## config.mk

```make
export PLATFORM = sky130hd
export DESIGN_NAME = anita3_event_write_sequencer
export DESIGN_NICKNAME = d
export VERILOG_FILES = /design/src/rtl/anita3_evbuf_pkg.sv /design/src/rtl/anita3_ring_occupancy.sv /design/src/rtl/anita3_event_write_sequencer.sv
export SDC_FILE = /design/constraint.sdc
export NUM_CORES = 1
export LEC_CHECK = 0
export ABC_CLOCK_PERIOD_IN_PS = 2600
export CAP_MARGIN = 10
export CORE_MARGIN = 2
export CORE_UTILIZATION = 45
export CTS_BUF_LIST = sky130_fd_sc_hd__clkbuf_4 sky130_fd_sc_hd__clkbuf_8
export DETAILED_ROUTE_END_ITERATION = 8
export PLACE_DENSITY = 0.8
export SETUP_SLACK_MARGIN = 0.2
export SLEW_MARGIN = 20
export SYNTH_ARGS = -nofsm -noshare
export SYNTH_HDL_FRONTEND = slang
export SYNTH_HIERARCHICAL = 1
export SYNTH_SLANG_ARGS = --single-unit
export TNS_END_PERCENT = 50
```

## constraint.sdc

```tcl
create_clock -name clk33_i -period 2.6 [get_ports clk33_i]
set_input_delay 0.26 -clock clk33_i [delete_from_list [all_inputs] [get_ports clk33_i]]
set_output_delay 0.26 -clock clk33_i [all_outputs]
set_load 0.005 [all_outputs]
```

## src/rtl/anita3_evbuf_pkg.sv

```systemverilog
// anita3_evbuf_pkg: shared widths, defaults and write-FSM encoding for the TURF event buffer
package anita3_evbuf_pkg;
    localparam int BUF_IDX_W  = 2;
    localparam int WORD_IDX_W = 6;
    localparam int DEF_NBUF   = 4;
    localparam int DEF_NWORDS = 64;

    typedef enum logic [1:0] {
        IDLE  = 2'd0,
        WRITE = 2'd1,
        DONE  = 2'd2
    } wr_state_t;

    function automatic logic [BUF_IDX_W-1:0] buf_next(input logic [BUF_IDX_W-1:0] b, input int nbuf);
        return (int'(b) == nbuf - 1) ? '0 : b + BUF_IDX_W'(1);
    endfunction
endpackage

```

## src/rtl/anita3_ring_occupancy.sv

```systemverilog
// anita3_ring_occupancy: free pointer, occupancy count, full flag and sticky free error for the buffer ring
module anita3_ring_occupancy
    import anita3_evbuf_pkg::*;
#(
    parameter int NBUF = DEF_NBUF
) (
    input  logic                 clk,
    input  logic                 rst,
    input  logic                 inc,
    input  logic                 dec,
    output logic [BUF_IDX_W-1:0] free_buf,
    output logic [2:0]           occupancy,
    output logic                 full,
    output logic                 free_err
);
    logic       dec_ok;
    logic [2:0] occ_next;

    assign dec_ok   = dec && occupancy != 3'd0;
    assign occ_next = occupancy + 3'(inc) - 3'(dec_ok);

    // a free with nothing occupied is ignored but latched as an error until reset
    always_ff @(posedge clk) begin
        if (rst) begin
            free_buf  <= '0;
            occupancy <= '0;
            full      <= 1'b0;
            free_err  <= 1'b0;
        end else begin
            if (dec_ok) free_buf <= buf_next(free_buf, NBUF);
            if (dec && !dec_ok) free_err <= 1'b1;
            occupancy <= occ_next;
            full      <= occ_next == 3'(NBUF);
        end
    end
endmodule

```

## src/rtl/anita3_event_write_sequencer.sv

```systemverilog
// anita3_event_write_sequencer: allocates event buffers round-robin and streams NWORDS source words into them
module anita3_event_write_sequencer
    import anita3_evbuf_pkg::*;
#(
    parameter int NBUF   = DEF_NBUF,
    parameter int NWORDS = DEF_NWORDS,
    parameter int DROP_W = 16
) (
    input  logic              clk33_i,
    input  logic              rst_i,
    input  logic              trig_i,
    input  logic [15:0]       src_dat_i,
    input  logic              src_valid_i,
    output logic              src_ready_o,
    output logic [7:0]        event_wr_addr_o,
    output logic [15:0]       event_wr_dat_o,
    output logic              event_wr_o,
    output logic              event_done_o,
    input  logic              buf_freed_i,
    output logic              busy_o,
    output logic              full_o,
    output logic [2:0]        occupancy_o,
    output logic [DROP_W-1:0] dropped_o,
    output logic              free_err_o
);
    localparam logic [WORD_IDX_W-1:0] LAST_IDX = WORD_IDX_W'(NWORDS - 1);

    wr_state_t              state, state_next;
    logic [BUF_IDX_W-1:0]   wr_buf, free_buf;
    logic [WORD_IDX_W-1:0]  idx;
    logic                   accept, drop, xfer, last_xfer;

    assign accept          = state == IDLE && trig_i && !full_o;
    assign drop            = trig_i && !accept;
    assign xfer            = src_valid_i && src_ready_o;
    assign last_xfer       = xfer && idx == LAST_IDX;
    assign event_wr_o      = xfer;
    assign event_wr_dat_o  = src_dat_i;
    assign event_wr_addr_o = {wr_buf, idx};

    // state register
    always_ff @(posedge clk33_i) begin
        if (rst_i) state <= IDLE;
        else state <= state_next;
    end

    // next state: IDLE -> WRITE on accepted trigger, WRITE -> DONE on last word, DONE lasts one cycle
    always_comb begin
        state_next = (state == IDLE)  ? (accept ? WRITE : IDLE) :
                     (state == WRITE) ? (last_xfer ? DONE : WRITE) : IDLE;
    end

    // state-decoded outputs
    always_comb begin
        src_ready_o  = state == WRITE;
        event_done_o = state == DONE;
        busy_o       = state != IDLE;
    end

    // word index holds at the last word so DONE presents the final address; buffer advances on DONE exit
    always_ff @(posedge clk33_i) begin
        if (rst_i) begin
            idx       <= '0;
            wr_buf    <= '0;
            dropped_o <= '0;
        end else begin
            if (accept) idx <= '0;
            else if (xfer && !last_xfer) idx <= idx + WORD_IDX_W'(1);
            if (state == DONE) wr_buf <= buf_next(wr_buf, NBUF);
            if (drop && !(&dropped_o)) dropped_o <= dropped_o + DROP_W'(1);
        end
    end

    anita3_ring_occupancy #(.NBUF(NBUF)) u_ring (
        .clk       (clk33_i),
        .rst       (rst_i),
        .inc       (state == DONE),
        .dec       (buf_freed_i),
        .free_buf  (free_buf),
        .occupancy (occupancy_o),
        .full      (full_o),
        .free_err  (free_err_o)
    );

    // the write pointer always sits occupancy slots ahead of the free pointer
    assert property (@(posedge clk33_i) disable iff (rst_i)
        int'(wr_buf) == (int'(free_buf) + int'(occupancy_o)) % NBUF);
endmodule

```

==> flow_summary.yaml <==
drt:
  drt_iter0_drc: 82
  route.detailed.drc: 0
  dr.pass1.iters: 4
  post_drt_via_cell_ratio: 5.46
  routed_wl_um: 3540
  post_drt_wl_per_cell_um: 13.4
  vias: 1436
  postRouteAntennaNets: 0
die:
  die_y_um: 66.1
  die_width_um: 66.1
  row_count: 22
  core_area_um2: 3690
  io_pins: 70
  initial_core_util_pct: 47.0
  dieArea_um2: 4360
setup_path:
  critPathArrivalTime_ns: 2.40
  cpLargestDelayFamily: "adder cells"
  end_kind: "flip-flop"
  worstSetupPathType: "flip-flop to flip-flop"
  crit_top_cell: "ha_1"
  worstPathMaxFanout: 4
  r2r-end: "u_ring/full"
  cp_num_buf_inv: 1
  path_cells: "o31a_2, ha_1, inv_1, ha_1, fa_1, xor3_1, nor4_1"
  r2r-start: "u_ring/occupancy[2]"
  startpoint: "u_ring/occupancy[2]"
  endpoint: "u_ring/full"
  r2r_slack_ns: 0.38
  cp_slowest_stage_delay_ns: 0.38
  start_kind: "flip-flop"
  cpMaxStageDelayCell: "xor3_1"
  r2r_cells: 7
  cp.depth: 7
  crit_required_ns: 2.78
grt:
  grt_pass1_vias: 1424
  grt_overflow_total: 0
  antenna_found_initial: 0
  grt_usage_pct: 18.7
  grt_pass1_wl_um: 6210
  grt_max_degree: 18
yosys:
  yosysWarnings: 6
  synthesis.area_um2: 1730
  synth_nets: 217
  avgSynthCellArea_um2: 9.12
  netlist_instances: 190
clock_tree:
  cts_root_buf: "clkbuf_8"
  ctsHoldBuffers: 0
  cts-buffers-inserted: 5
  cts_setup_buffers: 0
  clk_pin_slew_worst_paths_ns: 0.06
  cts_resized: 0
  cts_buffer_depth: 2
  insertion_delay_ns: 0.29
  h-tree-depth: 2
  cts_tree: "yes"
  clock_sinks: 31
timing:
  worst-slew-pin-transition_ns: 0.624
  hold_violations: 0
  rsz0062_at_grt: "no"
  fin_crit_ns: 2.22
  max_slew_margin_pct: 58.3
  max_freq_ghz: 0.451
  finalCritPeriodShare_pct: 85.4
  slew_violations: 0
  finClkSkew_ns: 0.00632
  setup_violations: 0
  setup_tns_ns: 0
status:
  status: "complete, no violations"
layout:
  multiInputGateArea_um2: 917
  syn2layout_area_growth_pct: 22.1
  seq_area_um2: 621
  nets: 242
  antennaDiodeCount: 0
  drive_above_1_share_pct: 11.2
  n_fill_cell: 348
place:
  port_buffers: 37
  gp_congestion: 0.780
  hpwlAfterDp_um: 2580
run:
  cap_violations: 0
power:
  irDropWorstVdd_v: 0.000580
  p_per_area_nw_per_um2: 581
  power_uw: 1230
  p_leak_uw: 0.000694
min_path:
  hold_path_class: "flip-flop to flip-flop"
  hold_depth: 2
worst min path at each step:
stage               startpoint  slack (ns)         endpoint
6_report       u_ring/free_err        0.45  u_ring/free_err
5_1_grt        u_ring/free_err        0.50  u_ring/free_err
4_1_cts        u_ring/free_err        0.45  u_ring/free_err
3_5_place_dp   u_ring/free_err        0.44  u_ring/free_err
3_3_place_gp   u_ring/free_err        0.43  u_ring/free_err
2_1_floorplan            rst_i        0.33  u_ring/free_err
tightest hold or removal path: stages, from the launching register on:
cell and delay [ns]:
dfxtp_1 0.31, inv_1 0.05, a21oi_1 0.05
placed cells by master (no fill, tap or decap), types with 2 or more instances in the layout:
| cell type | count |
|---|---|
| nand4_1 | 4 |
| nor2b_1 | 5 |
| or3_1 | 5 |
| buf_4 | 2 |
| o31a_2 | 2 |
| nor2_1 | 15 |
| inv_1 | 12 |
| ha_1 | 5 |
| dfxtp_1 | 31 |
| mux2i_1 | 3 |
| clkbuf_8 | 6 |
| nand2_1 | 8 |
| clkdlybuf4s50_1 | 37 |
| nand3_1 | 7 |
| nor4_1 | 2 |
| o31ai_1 | 9 |
| o21ai_0 | 5 |
| nor4_2 | 2 |
| and4_1 | 4 |
| xnor2_1 | 5 |
| a21oi_1 | 15 |
| or4_1 | 7 |
where the power goes:
| part | leakage (µW) | switching [µW] | internal (µW) |
|---|---|---|---|
| sequential | 0.000251 | 39.4 | 512 |
| combinational | 0.000396 | 120 | 181 |
| clock | 0.0000470 | 171 | 207 |
| total | 0.000694 | 331 | 899 |
state kept, by name (all words and copies together), names as in the netlist:
name	count
state	2
wr_buf	2
dropped_o	16
u_ring/free_err	1
u_ring/full	1
idx	6
u_ring/occupancy	3
metal layers:
layer | global-route usage [%] | up-vias | share of wire (%)
met3 | 5.79 | 9 | 5.9
met1 | 22.6 | 655 | 45
met2 | 29.0 | 38 | 46
met4 | 11.0 | 0 | 2.6
met5 | 0 | - | 0
li1 | - | 734 | -
metrics by stage:
stage / util (%) / hold slack [ns] / std cells / instance area [µm²] / setup WS, ns
floorplan: - / 0.329 / 190 / 1730 / 0.530
global placement: 55.0 / 0.434 / 256 / 2030 / 0.361
detailed placement: 55.0 / 0.440 / 256 / 2030 / 0.237
CTS: 57.4 / 0.448 / 263 / 2120 / 0.361
global route: 57.4 / 0.496 / 263 / 2120 / 0.276
finish: 57.4 / 0.446 / 263 / 2120 / 0.381
final cells by class:
type | count | share of cell area [%]
clock inverter | 1 | 0.237
clock buffer | 6 | 3.90
sequential | 31 | 29.3
tap | 48 | 2.84
multi-input combinational | 126 | 43.3
inverter | 12 | 2.13
timing repair buffer | 39 | 18.2
(Power assumes the default switching activity.)
